==> config.mk <==
export PLATFORM = sky130hd
export DESIGN_NAME = mem_access_ctrl
export DESIGN_NICKNAME = d
export VERILOG_FILES = /design/src/rtl/mem_ctrl_pkg.sv /design/src/rtl/mem_lane_align.sv /design/src/rtl/mem_access_ctrl.sv
export SDC_FILE = /design/constraint.sdc
export NUM_CORES = 1
export LEC_CHECK = 0
export ABC_AREA = 1
export BUFFER_PORTS_ARGS = -buffer_cell sky130_fd_sc_hd__buf_2
export CAP_MARGIN = 10
export CORE_MARGIN = 1.5
export CORE_UTILIZATION = 45
export DETAILED_ROUTE_END_ITERATION = 6
export PLACE_DENSITY = 0.81
export SLEW_MARGIN = 20
export SYNTH_ARGS = -nofsm -noshare
export SYNTH_HDL_FRONTEND = slang
export SYNTH_HIERARCHICAL = 1
export SYNTH_SLANG_ARGS = --single-unit
==> constraint.sdc <==
create_clock -name clk -period 2.35 [get_ports clk]
set_input_delay 0 -clock clk [delete_from_list [all_inputs] [get_ports clk]]
set_output_delay 0 -clock clk [all_outputs]
set_load 0.01 [all_outputs]
==> src/rtl/mem_ctrl_pkg.sv <==
// Shared types and constants for the MEM-stage access controller.
package mem_ctrl_pkg;

  typedef enum logic [1:0] {
    IDLE      = 2'd0,
    REQ       = 2'd1,
    WAIT_RESP = 2'd2,
    DONE      = 2'd3
  } state_e;

  localparam logic [1:0] SIZE_BYTE = 2'b00;
  localparam logic [1:0] SIZE_HALF = 2'b01;
  localparam logic [1:0] SIZE_WORD = 2'b10;

  localparam int unsigned TIMEOUT_DEFAULT = 255;

  // Access latched in IDLE and held unchanged until the controller returns to IDLE.
  typedef struct packed {
    logic        we;
    logic [29:0] waddr;
    logic [1:0]  lo;
    logic [1:0]  size;
    logic [3:0]  be;
    logic [31:0] wdata;
  } req_t;

  function automatic logic access_legal(input logic [1:0] size, input logic [1:0] lo);
    case (size)
      SIZE_BYTE: access_legal = 1'b1;
      SIZE_HALF: access_legal = ~lo[0];
      SIZE_WORD: access_legal = (lo == 2'b00);
      default:   access_legal = 1'b0;
    endcase
  endfunction

endpackage

==> src/rtl/mem_lane_align.sv <==
// Byte-lane steering: byte enables, store replication and load extraction.
module mem_lane_align
  import mem_ctrl_pkg::*;
(
  input  logic [1:0]  size_i,
  input  logic [1:0]  lo_i,
  input  logic [31:0] wdata_i,
  input  logic [31:0] rword_i,
  output logic [3:0]  be_o,
  output logic [31:0] wdata_o,
  output logic [31:0] rdata_o
);

  always_comb begin
    be_o    = 4'b0000;
    wdata_o = wdata_i;
    rdata_o = rword_i;
    case (size_i)
      SIZE_BYTE: begin
        be_o    = 4'b0001 << lo_i;
        wdata_o = {4{wdata_i[7:0]}};
        rdata_o = {24'b0, 8'(rword_i >> {lo_i, 3'b000})};
      end
      SIZE_HALF: begin
        be_o    = lo_i[1] ? 4'b1100 : 4'b0011;
        wdata_o = {2{wdata_i[15:0]}};
        rdata_o = {16'b0, (lo_i[1] ? rword_i[31:16] : rword_i[15:0])};
      end
      SIZE_WORD: be_o = 4'b1111;
      default:   be_o = 4'b0000;
    endcase
  end

endmodule

==> src/rtl/mem_access_ctrl.sv <==
// MEM-stage load/store controller with a valid/ready request channel.
// Optional WAIT_RESP watchdog enabled by defining MEM_CTRL_TIMEOUT_EN.
module mem_access_ctrl
  import mem_ctrl_pkg::*;
#(
  parameter int unsigned TIMEOUT_CYCLES = TIMEOUT_DEFAULT
) (
  input  logic        clk,
  input  logic        reset,
  input  logic        mem_read_in,
  input  logic        mem_write_in,
  input  logic [31:0] addr_in,
  input  logic [31:0] wdata_in,
  input  logic [1:0]  size_in,
  output logic        stall_out,
  output logic        done_out,
  output logic [31:0] rdata_out,
  output logic        err_out,
  output logic        mem_req_valid,
  input  logic        mem_req_ready,
  output logic        mem_req_we,
  output logic [31:0] mem_req_addr,
  output logic [31:0] mem_req_wdata,
  output logic [3:0]  mem_req_be,
  input  logic        mem_resp_valid,
  input  logic [31:0] mem_resp_rdata
);

  state_e      state_q, state_d;
  req_t        req_q, req_d;
  logic [31:0] rdata_q, rdata_d;
  logic        err_q, err_d;

  logic        one_op, legal_req, to_hit;
  logic [1:0]  ln_size, ln_lo;
  logic [3:0]  ln_be;
  logic [31:0] ln_wdata, ln_rdata;

  assign one_op    = mem_read_in ^ mem_write_in;
  assign legal_req = one_op & access_legal(size_in, addr_in[1:0]);

  // One aligner serves both directions: live inputs while IDLE, latched access otherwise.
  assign ln_size = (state_q == IDLE) ? size_in      : req_q.size;
  assign ln_lo   = (state_q == IDLE) ? addr_in[1:0] : req_q.lo;

  mem_lane_align u_lane (
    .size_i  (ln_size),
    .lo_i    (ln_lo),
    .wdata_i (wdata_in),
    .rword_i (mem_resp_rdata),
    .be_o    (ln_be),
    .wdata_o (ln_wdata),
    .rdata_o (ln_rdata)
  );

`ifdef MEM_CTRL_TIMEOUT_EN
  localparam int CNT_W = $clog2(TIMEOUT_CYCLES + 1);
  logic [CNT_W-1:0] cnt_q;

  // Held at zero outside WAIT_RESP, so every entry starts a fresh count.
  always_ff @(posedge clk or negedge reset) begin
    if (!reset)                    cnt_q <= '0;
    else if (state_q != WAIT_RESP) cnt_q <= '0;
    else                           cnt_q <= cnt_q + 1'b1;
  end

  assign to_hit = (cnt_q == CNT_W'(TIMEOUT_CYCLES - 1));
`else
  assign to_hit = 1'b0;
`endif

  always_comb begin
    state_d = state_q;
    req_d   = req_q;
    rdata_d = rdata_q;
    err_d   = 1'b0;
    case (state_q)
      IDLE: begin
        if (mem_read_in | mem_write_in) begin
          if (legal_req) begin
            state_d     = REQ;
            req_d.we    = mem_write_in;
            req_d.waddr = addr_in[31:2];
            req_d.lo    = addr_in[1:0];
            req_d.size  = size_in;
            req_d.be    = ln_be;
            req_d.wdata = ln_wdata;
          end else begin
            err_d = 1'b1;
          end
        end
      end
      REQ:       if (mem_req_ready) state_d = WAIT_RESP;
      WAIT_RESP: begin
        if (mem_resp_valid) begin
          state_d = DONE;
          if (!req_q.we) rdata_d = ln_rdata;
        end else if (to_hit) begin
          state_d = IDLE;
          err_d   = 1'b1;
        end
      end
      DONE:      state_d = IDLE;
      default:   state_d = IDLE;
    endcase
  end

  always_ff @(posedge clk or negedge reset) begin
    if (!reset) begin
      state_q <= IDLE;
      req_q   <= '0;
      rdata_q <= '0;
      err_q   <= 1'b0;
    end else begin
      state_q <= state_d;
      req_q   <= req_d;
      rdata_q <= rdata_d;
      err_q   <= err_d;
    end
  end

  // Gated by reset so a request sitting on the inputs cannot stall while held in reset.
  assign stall_out     = reset & (((state_q == IDLE) & legal_req) |
                                  (state_q == REQ) | (state_q == WAIT_RESP));
  assign done_out      = (state_q == DONE);
  assign err_out       = err_q;
  assign rdata_out     = rdata_q;
  assign mem_req_valid = (state_q == REQ);
  assign mem_req_we    = req_q.we;
  assign mem_req_addr  = {req_q.waddr, 2'b00};
  assign mem_req_wdata = req_q.wdata;
  assign mem_req_be    = req_q.be;

endmodule

==> impl_metrics.csv <==
group,metric,value,unit
timing,setup_tns,0,ns
logic_synthesis,synthArstFlopShare,100,%
flow_run,cap_violations,0,
logic_synthesis,yosys-top-cells-area,"dfrtp_1 (43%), nand2_1 (16%), buf_4 (10%), nand4_1 (7.1%), buf_6 (3.1%)",
die,core,13400,um2
grt,grt_first_pass_wirelength,27.4,mm
timing,finalMaxSlewViolations,0,
grt,grt_max_degree,72,
die,ios,209,
setup_path,path_cells,"inv_1 -> ha_2 -> inv_1 -> nand2_1 -> o21ai_4 -> buf_6 -> nor2_2 -> a21oi_4 -> nand2_1 -> nand3_1 -> mux2_2",
timing,tightest_slew,0.753,ns
timing,rsz0062_at_grt,"no",
logic_synthesis,synth-seq-cells,106,
min_path,hold_depth,5,
setup_path,cp.buffers_inverters,3,
timing,final.min_clock_period,2.16,ns
setup_path,end_kind,"flop",
pwr,intPower,5530,uW
logic_synthesis,synth_area,6230,um2
clocking,cts.sinks,106,
logic_synthesis,ys.flop_type,"dfrtp_1",
timing,period_share,91.9,%
min_path,hold_path_class,"input pin to flop",
logic_synthesis,synth_edf_count,0,
logic_synthesis,ys_seq_area_share,42.6,%
setup_path,ff2ff_path_depth,11,
route,wl_per_cell,15.8,um
die,start_util,46.5,%
placement,gp_congestion,0.920,
pwr,p_seq_share,32.1,%
timing,hold_viol_final,0,
clocking,cts_buffer_depth,2,
grt,antenna_found_initial,0,
cells_and_area,nets,1009,
placement,dpl.hpwl,11.4,mm
clocking,cts_tree,"built",
run_status,status,"finished clean",
timing,finalWorstSetupSlack,0.190,ns
cells_and_area,drive_gt1_share,31.0,%
logic_synthesis,synth_cell_type_count,28,
logic_synthesis,synthCells,724,
die,die_area,14600,um2
setup_path,required,2.58,ns
die,die_y,121,um
route,wl,17.0,mm
cells_and_area,multi_input_area,2400,um2
setup_path,cp.arrival,2.39,ns
logic_synthesis,yosysMostFrequentCell,"nand2_1",
logic_synthesis,yosys-top-cells-count,"nand2_1 (263), dfrtp_1 (106), buf_4 (86)",
route,avgViaCountPerCell,5.13,
timing,finalClockSkew,0.00952,ns
route,drc,0,
pwr,p_switching,4010,uW
logic_synthesis,yosysWarningCount,6,
pwr,p_comb_share,50.1,%
setup_path,cpPeakStageDelay,0.41,ns
cells_and_area,seq_area,2650,um2
route,drtIter0Drc,427,
die,rows,42,
setup_path,timing_worst_setup_path_type,"flop to flop",
timing,relSlewSlack,49.8,%
route,ant_nets,0,
route,vias,5534,
grt,grt_overflow,0,
cells_and_area,area_delta_synth_final,21.8,%
grt,grt_usage,23.8,%
setup_path,cp_top_family,"simple AND/OR/NAND/NOR gates",
logic_synthesis,syn_area_per_cell,8.61,um2
route,dr.pass1.iters,5,
logic_synthesis,yosys.area.top_type,"dfrtp_1",
pwr,max-vdd-ir-drop,557,uV
placement,portBuffers,206,
pwr,power.leakage,0.00431,uW
grt,grt_pass1_vias,5575,
pwr,powerDensity,1260,nW/um2
clocking,root_buffer,"clkbuf_16",
clocking,cts_buffers,9,
pwr,p_sw_share,42.1,%
die,die_w,121,um
clocking,clk_latency,0.35,ns
placement,dp_slack,0.132,ns
setup_path,worstPathMaxFanout,20,
setup_path,cpMaxStageDelayCell,"dfrtp_1",
clocking,path_clk_slew,0.07,ns
clocking,cts_max_level,3,
cells_and_area,fill_cells,1221,
pwr,pwr-share-clk,17.8,%
logic_synthesis,synth_top_area_share,42.6,%
setup_path,startpoint_type,"flop",
timing,clock.fmax,463,MHz
timing,finalSetupViolCount,0,
setup_path,cp_num_cells,11,
-- worst register-to-register path, stage by stage, from the launching register on --
cell,delay (ns)
dfrtp_1,0.41
inv_1,0.09
ha_2,0.21
inv_1,0.14
nand2_1,0.13
o21ai_4,0.09
buf_6,0.19
nor2_2,0.24
a21oi_4,0.10
nand2_1,0.09
nand3_1,0.08
mux2_2,0.26
-- registers in the layout, indices dropped and copies added, names as in the netlist --
signal,count
mem_req_wdata,32
rdata_out,32
mem_req_be,4
req_q,4
err_out,1
mem_req_addr,30
mem_req_we,1
state_q,2
-- path summary, 6_finish.rpt --
check | start | endpoint | slack, ns
setup / recovery | state_q[1] | rdata_out[2] | 0.19
setup reg to reg | state_q[1] | rdata_out[2] | 0.19
hold reg to reg | mem_req_addr[29] | mem_req_addr[29] | 0.47
min in group asynchronous | reset | err_out | 0.32
max in group asynchronous | reset | mem_req_addr[4] | 1.46
hold / removal | wdata_in[17] | mem_req_wdata[17] | 0.006
-- metal layers --
metal  GRT usage [%]  up-vias  share of wire, %
met4            10.2        0               2.6
met2            38.1      277                46
met1            31.3     2596                43
met3            5.05       36               8.8
li1                -     2625                 -
met5               0        -                 0
-- repair_timing --
action | 4_1_cts | 5_1_grt
hold buffers | 60 | 0
hold endpoints to repair | 165 | 0
setup endpoints to repair | 0 | 18
setup buffers | 0 | 2
resized for setup | 0 | 5
-- power by group through the flow --
stage               combinational (uW)  sequential [uW]  clock (uW)
floorplan                         3840             3100           0
global placement                  4490             3060           0
detailed placement                4580             3070           0
CTS                               4670             3050        1740
global route                      5310             3150        1800
finish                            4780             3060        1700
-- stage by stage --
step                      std cells  area (um2)  utilization [%]  hold slack, ns  total power, uW
final                          1079        7590             56.6         0.00577             9540
after global routing           1078        7590             56.6          0.0174            10300
after CTS                      1076        7550             56.4         0.00298             9460
after detailed placement       1003        6620             49.4           0.163             7640
after global placement         1003        6620             49.4           0.153             7550
after floorplan                 725        6240                -          -0.296             6940
-- logic make-up (layout without fill, tap and decap cells) --
| kind of cell | Yosys count | in the layout | synth area share, % |
|---|---|---|---|
| other | 1 | 3 | 0.0602 |
| and+or+nand+nor | 375 | 375 | 26.8 |
| muxes | 32 | 32 | 6.38 |
| buffers and inverters | 168 | 345 | 19.6 |
| DFF | 106 | 106 | 42.6 |
| AOI/OAI and AO/OA | 37 | 37 | 3.59 |
| adders and majority gates | 5 | 5 | 1.00 |
-- area by class of cell --
class | instances | share of cell area, %
clock buffers | 10 | 3.15
repair buffers | 282 | 23.7
inverters | 50 | 2.47
well taps | 176 | 2.90
clock inverters | 3 | 1.19
multi-input cells | 451 | 31.6
diodes | 1 | 0.0330
flip-flops and latches | 106 | 35.0
-- cell usage in the layout (no fill, tap or decap), types with 5 or more instances in the layout --
cell           count
nand3_1           26
o211ai_1           7
o21ai_0           24
nand2_2            5
dlygate4sd3_1     60
mux2_1             8
dfrtp_1          106
buf_2            205
nand2_1          260
nor2_1             7
clkbuf_16          9
inv_2              5
mux2_2            14
nand4_1           71
mux2_4            10
buf_4             13
inv_1             45
Note: power is estimated with default switching activity, not from simulation.
